`config.mk`:
```
export PLATFORM = sky130hd
export DESIGN_NAME = uart_hex_monitor_flat
export DESIGN_NICKNAME = d
export VERILOG_FILES = /design/src/rtl/uart_hex_monitor_pkg.sv /design/src/rtl/uart_hex_monitor_if.sv /design/src/rtl/uart_rx_os16.sv /design/src/rtl/uart_hex_monitor.sv /design/src/flat_wrapper.sv
export SDC_FILE = /design/constraint.sdc
export NUM_CORES = 1
export LEC_CHECK = 0
export ABC_CLOCK_PERIOD_IN_PS = 2640
export CORE_MARGIN = 4
export CORE_UTILIZATION = 37
export CTS_CLUSTER_SIZE = 40
export DETAILED_ROUTE_END_ITERATION = 7
export PLACE_DENSITY_LB_ADDON = 0.2
export SETUP_SLACK_MARGIN = 0.15
export SYNTH_ARGS = -nofsm -noshare
export SYNTH_HDL_FRONTEND = slang
export SYNTH_SLANG_ARGS = --single-unit
```
`constraint.sdc`:
```
create_clock -name CLOCK_50 -period 2.64 [get_ports CLOCK_50]
set_clock_uncertainty 0.2 [all_clocks]
set_input_delay 0.528 -clock CLOCK_50 [delete_from_list [all_inputs] [get_ports CLOCK_50]]
set_output_delay 0.528 -clock CLOCK_50 [all_outputs]
set_load 0.01 [all_outputs]
```
`src/rtl/uart_hex_monitor_pkg.sv`:
```
// Shared types and helpers for the UART hex monitor: receiver FSM states
// and the seven-segment nibble encoder.
package uart_mon_pkg;

  localparam int OS = 16;
  localparam logic [6:0] SEG_BLANK = 7'h7f;

  typedef enum logic [2:0] {
    IDLE  = 3'd0,
    START = 3'd1,
    DATA  = 3'd2,
    STOP  = 3'd3,
    BREAK = 3'd4
  } state_t;

  // Active-low segments, bit0 = a ... bit6 = g.
  function automatic logic [6:0] hex_to_seg(input logic [3:0] nib);
    logic [6:0] seg;
    case (nib)
      4'h0: seg = 7'h40;
      4'h1: seg = 7'h79;
      4'h2: seg = 7'h24;
      4'h3: seg = 7'h30;
      4'h4: seg = 7'h19;
      4'h5: seg = 7'h12;
      4'h6: seg = 7'h02;
      4'h7: seg = 7'h78;
      4'h8: seg = 7'h00;
      4'h9: seg = 7'h10;
      4'ha: seg = 7'h08;
      4'hb: seg = 7'h03;
      4'hc: seg = 7'h46;
      4'hd: seg = 7'h21;
      4'he: seg = 7'h06;
      4'hf: seg = 7'h0e;
      default: seg = SEG_BLANK;
    endcase
    return seg;
  endfunction

endpackage

```
`src/rtl/uart_hex_monitor_if.sv`:
```
// Serial line, display control and decoded outputs of the hex monitor;
// the monitor is the slave, the board/bench side is the master.
interface uart_hex_monitor_if;
  logic       rx;
  logic       display_clear;
  logic       byte_valid;
  logic [7:0] byte_data;
  logic       frame_err;
  logic [6:0] HEX0, HEX1, HEX2, HEX3, HEX4, HEX5, HEX6, HEX7;

  modport master (
    output rx, display_clear,
    input  byte_valid, byte_data, frame_err,
    input  HEX0, HEX1, HEX2, HEX3, HEX4, HEX5, HEX6, HEX7
  );

  modport slave (
    input  rx, display_clear,
    output byte_valid, byte_data, frame_err,
    output HEX0, HEX1, HEX2, HEX3, HEX4, HEX5, HEX6, HEX7
  );
endinterface

```
`src/rtl/uart_rx_os16.sv`:
```
// 8N1 receiver with 16x oversampling. frame_ok_o/rx_byte_o expose the
// good-stop-sample strobe one clock early so the display can update in step.
module uart_rx_os16
  import uart_mon_pkg::*;
#(
  parameter int CLK_HZ = 50000000,
  parameter int BAUD   = 115200
) (
  input  logic       clk_i,
  input  logic       rst_ni,
  input  logic       rx_i,
  output logic       byte_valid_o,
  output logic [7:0] byte_data_o,
  output logic       frame_err_o,
  output logic       frame_ok_o,
  output logic [7:0] rx_byte_o
);

  localparam int DIV   = CLK_HZ / (BAUD * OS);
  localparam int DIV_W = (DIV > 1) ? $clog2(DIV) : 1;

  state_t             state_q, state_d;
  logic               rx_meta_q, rx_sync_q;
  logic [DIV_W-1:0]   div_q, div_d;
  logic [3:0]         tcnt_q, tcnt_d;
  logic [2:0]         bidx_q, bidx_d;
  logic [7:0]         shift_q, shift_d;
  logic [7:0]         data_q, data_d;
  logic               valid_q, valid_d;
  logic               ferr_q, ferr_d;
  logic               rx_s, tick_s, stop_smp_s;

  assign rx_s       = rx_sync_q;
  assign tick_s     = (state_q != IDLE) && (div_q == DIV_W'(DIV - 1));
  assign stop_smp_s = (state_q == STOP) && tick_s && (tcnt_q == 4'd15);

  // State register and all sequential datapath state
  always_ff @(posedge clk_i or negedge rst_ni) begin
    if (!rst_ni) begin
      rx_meta_q <= 1'b1;
      rx_sync_q <= 1'b1;
      state_q   <= IDLE;
      div_q     <= '0;
      tcnt_q    <= 4'd0;
      bidx_q    <= 3'd0;
      shift_q   <= 8'h00;
      data_q    <= 8'h00;
      valid_q   <= 1'b0;
      ferr_q    <= 1'b0;
    end else begin
      rx_meta_q <= rx_i;
      rx_sync_q <= rx_meta_q;
      state_q   <= state_d;
      div_q     <= div_d;
      tcnt_q    <= tcnt_d;
      bidx_q    <= bidx_d;
      shift_q   <= shift_d;
      data_q    <= data_d;
      valid_q   <= valid_d;
      ferr_q    <= ferr_d;
    end
  end

  // Next-state logic; the divider idles at 0 so tick phase follows the start edge
  always_comb begin
    state_d = state_q;
    tcnt_d  = tcnt_q;
    bidx_d  = bidx_q;
    shift_d = shift_q;
    if (state_q == IDLE || tick_s) begin
      div_d = '0;
    end else begin
      div_d = div_q + DIV_W'(1);
    end
    case (state_q)
      IDLE: begin
        tcnt_d = 4'd0;
        bidx_d = 3'd0;
        if (!rx_s) begin
          state_d = START;
        end else begin
          state_d = IDLE;
        end
      end
      START: begin
        if (tick_s && tcnt_q == 4'd7) begin
          tcnt_d  = 4'd0;
          state_d = rx_s ? IDLE : DATA;
        end else if (tick_s) begin
          tcnt_d = tcnt_q + 4'd1;
        end else begin
          tcnt_d = tcnt_q;
        end
      end
      DATA: begin
        if (tick_s) begin
          tcnt_d = tcnt_q + 4'd1;
          if (tcnt_q == 4'd15) begin
            shift_d = {rx_s, shift_q[7:1]};
            bidx_d  = bidx_q + 3'd1;
            state_d = (bidx_q == 3'd7) ? STOP : DATA;
          end else begin
            state_d = DATA;
          end
        end else begin
          state_d = DATA;
        end
      end
      STOP: begin
        if (tick_s) begin
          tcnt_d = tcnt_q + 4'd1;
        end else begin
          tcnt_d = tcnt_q;
        end
        if (stop_smp_s) begin
          state_d = rx_s ? IDLE : BREAK;
        end else begin
          state_d = STOP;
        end
      end
      BREAK: begin
        if (rx_s) begin
          state_d = IDLE;
        end else begin
          state_d = BREAK;
        end
      end
      default: state_d = IDLE;
    endcase
  end

  // Output logic: one-clock strobes and the held byte
  always_comb begin
    valid_d = stop_smp_s && rx_s;
    ferr_d  = stop_smp_s && !rx_s;
    if (valid_d) begin
      data_d = shift_q;
    end else begin
      data_d = data_q;
    end
  end

  assign byte_valid_o = valid_q;
  assign byte_data_o  = data_q;
  assign frame_err_o  = ferr_q;
  assign frame_ok_o   = valid_d;
  assign rx_byte_o    = shift_q;

endmodule

```
`src/rtl/uart_hex_monitor.sv`:
```
// Top: UART receiver plus a four-byte display history shown as eight hex
// digits; HEX0 is the low nibble of the newest byte.
module uart_hex_monitor
  import uart_mon_pkg::*;
#(
  parameter int CLK_HZ = 50000000,
  parameter int BAUD   = 115200
) (
  input logic               CLOCK_50,
  input logic               reset_n,
  uart_hex_monitor_if.slave mon
);

  logic        frame_ok_s;
  logic [7:0]  rx_byte_s;
  logic [31:0] disp_q, disp_d;
  logic [7:0]  mask_q, mask_d;
  logic [6:0]  hex_s [8];

  uart_rx_os16 #(.CLK_HZ(CLK_HZ), .BAUD(BAUD)) u_rx (
    .clk_i        (CLOCK_50),
    .rst_ni       (reset_n),
    .rx_i         (mon.rx),
    .byte_valid_o (mon.byte_valid),
    .byte_data_o  (mon.byte_data),
    .frame_err_o  (mon.frame_err),
    .frame_ok_o   (frame_ok_s),
    .rx_byte_o    (rx_byte_s)
  );

  // Display history register and digit-valid mask
  always_ff @(posedge CLOCK_50 or negedge reset_n) begin
    if (!reset_n) begin
      disp_q <= 32'h0;
      mask_q <= 8'h00;
    end else begin
      disp_q <= disp_d;
      mask_q <= mask_d;
    end
  end

  // Clear takes priority over a byte landing in the same cycle
  always_comb begin
    if (mon.display_clear) begin
      disp_d = 32'h0;
      mask_d = 8'h00;
    end else if (frame_ok_s) begin
      disp_d = {disp_q[23:0], rx_byte_s};
      mask_d = {mask_q[5:0], 2'b11};
    end else begin
      disp_d = disp_q;
      mask_d = mask_q;
    end
  end

  // Per-digit segment decode
  always_comb begin
    for (int i = 0; i < 8; i++) begin
      hex_s[i] = mask_q[i] ? hex_to_seg(disp_q[4*i +: 4]) : SEG_BLANK;
    end
  end

  assign mon.HEX0 = hex_s[0];
  assign mon.HEX1 = hex_s[1];
  assign mon.HEX2 = hex_s[2];
  assign mon.HEX3 = hex_s[3];
  assign mon.HEX4 = hex_s[4];
  assign mon.HEX5 = hex_s[5];
  assign mon.HEX6 = hex_s[6];
  assign mon.HEX7 = hex_s[7];

endmodule

```
`src/flat_wrapper.sv`:
```
// flat-port wrapper written by rule: the top's interface ports become plain ports
module uart_hex_monitor_flat import uart_mon_pkg::*;
#(
  parameter int CLK_HZ = 50000000,
  parameter int BAUD   = 115200
)
  (CLOCK_50, reset_n, mon_rx, mon_display_clear, mon_byte_valid, mon_byte_data, mon_frame_err, mon_HEX0, mon_HEX1, mon_HEX2, mon_HEX3, mon_HEX4, mon_HEX5, mon_HEX6, mon_HEX7);
  uart_hex_monitor_if mon_i ();
  input logic CLOCK_50;
  input logic reset_n;
  input wire logic [$bits(mon_i.rx)-1:0] mon_rx;
  input wire logic [$bits(mon_i.display_clear)-1:0] mon_display_clear;
  output wire logic [$bits(mon_i.byte_valid)-1:0] mon_byte_valid;
  output wire logic [$bits(mon_i.byte_data)-1:0] mon_byte_data;
  output wire logic [$bits(mon_i.frame_err)-1:0] mon_frame_err;
  output wire logic [$bits(mon_i.HEX0)-1:0] mon_HEX0;
  output wire logic [$bits(mon_i.HEX1)-1:0] mon_HEX1;
  output wire logic [$bits(mon_i.HEX2)-1:0] mon_HEX2;
  output wire logic [$bits(mon_i.HEX3)-1:0] mon_HEX3;
  output wire logic [$bits(mon_i.HEX4)-1:0] mon_HEX4;
  output wire logic [$bits(mon_i.HEX5)-1:0] mon_HEX5;
  output wire logic [$bits(mon_i.HEX6)-1:0] mon_HEX6;
  output wire logic [$bits(mon_i.HEX7)-1:0] mon_HEX7;
  assign mon_i.rx = mon_rx;
  assign mon_i.display_clear = mon_display_clear;
  assign mon_byte_valid = mon_i.byte_valid;
  assign mon_byte_data = mon_i.byte_data;
  assign mon_frame_err = mon_i.frame_err;
  assign mon_HEX0 = mon_i.HEX0;
  assign mon_HEX1 = mon_i.HEX1;
  assign mon_HEX2 = mon_i.HEX2;
  assign mon_HEX3 = mon_i.HEX3;
  assign mon_HEX4 = mon_i.HEX4;
  assign mon_HEX5 = mon_i.HEX5;
  assign mon_HEX6 = mon_i.HEX6;
  assign mon_HEX7 = mon_i.HEX7;
  uart_hex_monitor #(.CLK_HZ(CLK_HZ), .BAUD(BAUD)) u_core (.CLOCK_50(CLOCK_50), .reset_n(reset_n), .mon(mon_i));
endmodule
```
# Word-level counts from Yosys, hierarchy flattened
# Memories as Yosys holds them, arrays and structs flattened.
# Cells that the tools add are included.
# W data, S select, Z words.
[word_totals]
register_bits = 75
romBits = 896
in_bits = 4
output_inout_bits = 66
elab_cells = 78
mem_count = 8
[classes]
addsub = 3
n_eq_ne = 11
muxes = 28
reduce_logical = 16
[memory_table]
columns = ["memory", "words", "width", "rd", "rd_ports_with_merged_regs", "write_ports", "line", "rtl"]
rows = [
  ["(no name shown)", 16, 7, 1, 0, 0, "uart_hex_monitor_pkg.sv:19", "case (nib)"],
  ["(no name shown)", 16, 7, 1, 0, 0, "uart_hex_monitor_pkg.sv:19", ""],
  ["(no name shown)", 16, 7, 1, 0, 0, "uart_hex_monitor_pkg.sv:19", ""],
  ["(no name shown)", 16, 7, 1, 0, 0, "uart_hex_monitor_pkg.sv:19", ""],
  ["(no name shown)", 16, 7, 1, 0, 0, "uart_hex_monitor_pkg.sv:19", ""],
  ["(no name shown)", 16, 7, 1, 0, 0, "uart_hex_monitor_pkg.sv:19", ""],
  ["+2 memories", "-", "-", "-", "-", "-", "-", ""],
]
[op_table]
columns = ["cell", "n"]
rows = [
  ["$mux W32", 2],
  ["$mux W7", 8],
  ["$mux W3", 6],
  ["$mux W8", 2],
  ["$pmux W3 S5", 1],
  ["$pmux W4 S3", 1],
  ["$mux W4", 2],
  ["$eq A3 B2 Y1 const B", 2],
  ["$eq A3 B3 Y1 const B", 2],
  ["$logic_and A1 B1 Y1", 6],
  ["$ne A2 B2 Y1 const B", 3],
  ["$pmux W3 S2", 1],
  ["$reduce_and A3 Y1", 2],
  ["$reduce_bool A3 Y1", 2],
  ["$add A5 B1 Y5 const B", 1],
  ["$eq A5 B5 Y1 const B", 1],
  ["$mux W5", 1],
  ["$add A4 B1 Y4 const B", 1],
  ["$eq A4 B3 Y1 const B", 1],
  ["$eq A4 B4 Y1 const B", 1],
  ["$reduce_bool A2 Y1", 2],
  ["$add A3 B1 Y3 const B", 1],
  ["$eq A3 B1 Y1 const B", 1],
  ["$logic_not A3 Y1", 1],
  ["5 further kinds", 7],
]

# Longest topological paths before layout
[depth]
ltp_word = 7
mapped_depth = 8
ltp_nobuf = 6

# By module
# From an unflattened synthesis, not the netlist that was laid out.
[hier_totals]
hier_cells = 547
hier_area_um2 = 5301.3
[modules_own_cells]
columns = ["mod", "n_inst", "cells_per_inst", "area_each_um2", "seq_area_each_um2"]
rows = [
  ["uart_hex_monitor", 1, 426, 3754.9, 900.9],
  ["uart_rx_os16", 1, 121, 1546.5, 878.3],
]

# Least setup slack after synthesis
# OpenSTA, ideal clock, no wires.
[synth_timing]
path_type = "reg-to-output"
startpoint = "register u_core.disp_q[20]"
endpoint = "output mon_HEX5[3]"
arrival_ns = 1.453
t_required_ns = 1.912
path_slack_ns = 0.459
path_stages_with_launch = 6
cell_sequence = "dfrtp_1 > inv_1 > ha_1 > inv_1 > mux4_2 > nand2b_1"
[synth_between]
elab_chain_len = 2
[synth_rtl]
columns = ["item", "line", "rtl"]
rows = [
  ["start: declaration", "uart_hex_monitor.sv:16", "logic [31:0] disp_q, disp_d;"],
  ["start signal: assignment", "uart_hex_monitor.sv:37", "disp_q <= disp_d;"],
  ["$mem_v2 Z16 W7", "-", ""],
  ["$mux W7", "uart_hex_monitor.sv:59", "hex_s[i] = mask_q[i] ? hex_to_seg(disp_q[4*i +: 4]) : SEG_BLANK;"],
  ["end: declaration", "flat_wrapper.sv:21", "output wire logic [$bits(mon_i.HEX5)-1:0] mon_HEX5;"],
]
# Every way passes these cells.

# Final worst setup path
# Ends and elaborated chain as after synthesis.

==> results.json <==
{
  "grt_pass1_vias": 4492,
  "num-fill-cells": 1335,
  "clock_latency_ps": 330,
  "nets": 736,
  "slew_violations": 0,
  "htreeDepth": 3,
  "path_max_fanout": 4,
  "synthToLayoutAreaGrowth_pct": 26.27,
  "gp_congestion": 0.8327,
  "die_x_um": 126.1,
  "hp-class": "primary input to asynchronous set/reset pin",
  "maxSlewHeadroom": 0.5649,
  "io_buffers": 69,
  "antenna_found_initial": 0,
  "rsz0062_at_grt": "yes",
  "synth_area_per_cell_um2": 8.685,
  "grt_pass1_wl_um": 21610,
  "layout_commonest_cell": "nand2_1",
  "status": "finished clean",
  "grt_max_degree": 72,
  "firstDrtPassIters": 5,
  "wl_per_cell_um": 15.05,
  "final_antenna_net_count": 0,
  "setup.worst_path.end_class": "output port",
  "synth_area_leaders": "dfrtp_1 (33%), ha_1 (13%), o211ai_1 (5.8%)",
  "yosys.cell_types.count": 42,
  "power.leakage_uw": 0.002515,
  "cts_buffer_depth": 2,
  "synth_area_leader_cell": "dfrtp_1",
  "drt_iter0_markers": 342,
  "synth-seq-cells": 71,
  "num_vias": 4627,
  "timing.final.crit_share": 0.9800,
  "grt_remaining_overflow": 0,
  "critPathLaunchType": "register",
  "grt_use_total": 0.1595,
  "p_sw_frac": 0.2166,
  "switchingPower_uw": 535.7,
  "combPwrFrac": 0.025,
  "critical_path_required_ps": 1910,
  "crit_type": "register to output port",
  "dp_hpwl_um": 8657,
  "multi_input_area_um2": 3162,
  "cp.arrival_ps": 1860,
  "coreArea_um2": 13450,
  "pin_count": 70,
  "final_cell_mix": "nand2_1 (60), dfrtp_1 (59), nand3_1 (54)",
  "clk_pin_slew_ps": 60,
  "final_cells": 860,
  "hold_violations": 0,
  "p_int_uw": 1937,
  "diodes": 0,
  "finalSetupViolations": 0,
  "seq_area_frac_synth": 0.3449,
  "cts_tree": "done",
  "drc": 0,
  "syn_nets": 651,
  "tightest_slew_ps": 647.8,
  "die_area_um2": 15900,
  "cts_root_buf": "clkbuf_16",
  "wirelength_um": 12950,
  "synth.top_cell.area_share": 0.3347,
  "cellPowerDensity_nw_per_um2": 379.7,
  "ys_warn_count": 0,
  "final_layout_size_suffix_gt1_frac": 0.2588,
  "vias_per_cell": 5.380,
  "period_minus_slack_ps": 2587,
  "power_frac_seq": 0.441,
  "synth_ff_type": "dfrtp_1",
  "power.total_uw": 2473,
  "cts_buffers": 9,
  "max_freq_ghz": 0.3865,
  "async_reset_ff_frac": 1.000,
  "drv_cap": 0,
  "fp-row-count": 42,
  "syn_area_um2": 5159,
  "clkSinkCount": 71,
  "synth-edff-count": 0,
  "regArea_um2": 1792,
  "postCtsHoldBufs": 0,
  "initial_core_util": 0.3835,
  "clock_power_share": 0.534,
  "fp.dieH_um": 126.1,
  "synth_cells": 594,
  "post-place-cells": 823,
  "ir_drop_uv": 270.1
}
[logic make-up (layout without fill, tap and decap cells)]
| kind of cell | Yosys count | in the layout | share of synthesized area |
|---|---|---|---|
| mux | 26 | 26 | 0.05821 |
| buf+inv | 74 | 164 | 0.06233 |
| xor+xnor | 3 | 3 | 0.005094 |
| simple gates | 178 | 178 | 0.1758 |
| fa+ha+maj | 53 | 53 | 0.1285 |
| compound gates | 189 | 189 | 0.2251 |
| flops | 71 | 71 | 0.3449 |
[layout make-up]
type	instances	area share
sequential	71	0.2751
tap	176	0.03381
inverter	27	0.01556
timing repair buffer	121	0.1398
clock inverter	7	0.01575
multi-input combinational	449	0.4854
clock buffer	9	0.03458
[per-stage QoR]
step | instance area [um2] | hold slack [ps] | setup TNS, ps | utilization | setup WS (ps)
3_3_place_gp | 6102 | 153.9 | 0 | 0.4536 | 51.47
2_1_floorplan | 5159 | 32.41 | 0 | - | 459.4
4_1_cts | 6491 | 23.62 | -61.67 | 0.4825 | -61.67
5_1_grt | 6514 | 37.12 | -16.55 | 0.4842 | -16.55
3_5_place_dp | 6102 | 146.8 | 0 | 0.4536 | 4.676
6_report | 6514 | 14.38 | 0 | 0.4842 | 52.70
[synth_stat cells, types with 4 or more instances]
cell / count
dfrtp_1: 69
nand2_1: 61
nand3_1: 54
ha_1: 53
a21oi_1: 45
o211ai_1: 40
o21ai_1: 36
clkbuf_1: 35
o21ai_0: 32
inv_1: 27
nor2_1: 19
nand2b_1: 16
mux2_2: 12
mux2i_1: 12
nor2b_1: 12
o21a_1: 8
o311ai_0: 8
buf_2: 5
buf_6: 5
nand3b_1: 4
o221ai_1: 4
o31a_1: 4
[flip-flops by register name, summed over array words and instances (netlist names)]
register and cells:
u_core.u_rx.bidx_q 3, u_core.u_rx.byte_valid_o 1, u_core.mask_q 4, u_core.u_rx.tcnt_q 4
u_core.u_rx.div_q 5, u_core.u_rx.rx_meta_q 1, u_core.u_rx.byte_data_o 8, u_core.u_rx.frame_err_o 1
u_core.disp_q 32, u_core.u_rx.rx_byte_o 8, u_core.u_rx.state_q 3, u_core.u_rx.rx_s 1
[final timing paths]
check,end,slack (ps),cells past startpoint,start
setup / recovery,mon_HEX5[3],50,6,u_core.disp_q[20]
hold / removal,u_core.u_rx.byte_valid_o,10,2,reset_n
setup reg to reg,u_core.disp_q[1],290,6,u_core.u_rx.div_q[0]
hold reg to reg,u_core.u_rx.rx_s,170,0,u_core.u_rx.rx_meta_q
max in group asynchronous,u_core.mask_q[6],1900,2,reset_n
min in group CLOCK_50,u_core.u_rx.rx_s,170,0,u_core.u_rx.rx_meta_q
[power by group through the flow]
stage	clock network [uW]	logic (uW)	registers, uW
4_1_cts	1350	62.8	1090
3_3_place_gp	0	61.9	1110
3_5_place_dp	0	63.0	1110
6_report	1320	61.5	1090
2_1_floorplan	0	23.4	1110
5_1_grt	1400	69.4	1090
[per-layer routing]
layer	vias up	routed length, um	part of all wire	track usage
met3	14	388	0.030	0.03472
met1	2245	6173	0.48	0.2148
met4	0	148	0.011	0.03407
met5	-	0	0	0
li1	2293	-	-	-
met2	75	6234	0.48	0.2648
[worst max-delay path, stage by stage (launching register included)]
cell      delay [ps]
dfrtp_1          390
inv_2             90
ha_4             260
inv_1             50
mux4_2           450
nand2b_4         150
buf_6            140
[timing repair]
item | 4_1_cts | 5_1_grt
pin swaps | 1 | 2
resized for setup | 157 | 66
buffers inserted | 12 | 9
endpoints found under the setup margin | 56 | 46
Power figures use the tool's default switching activity.
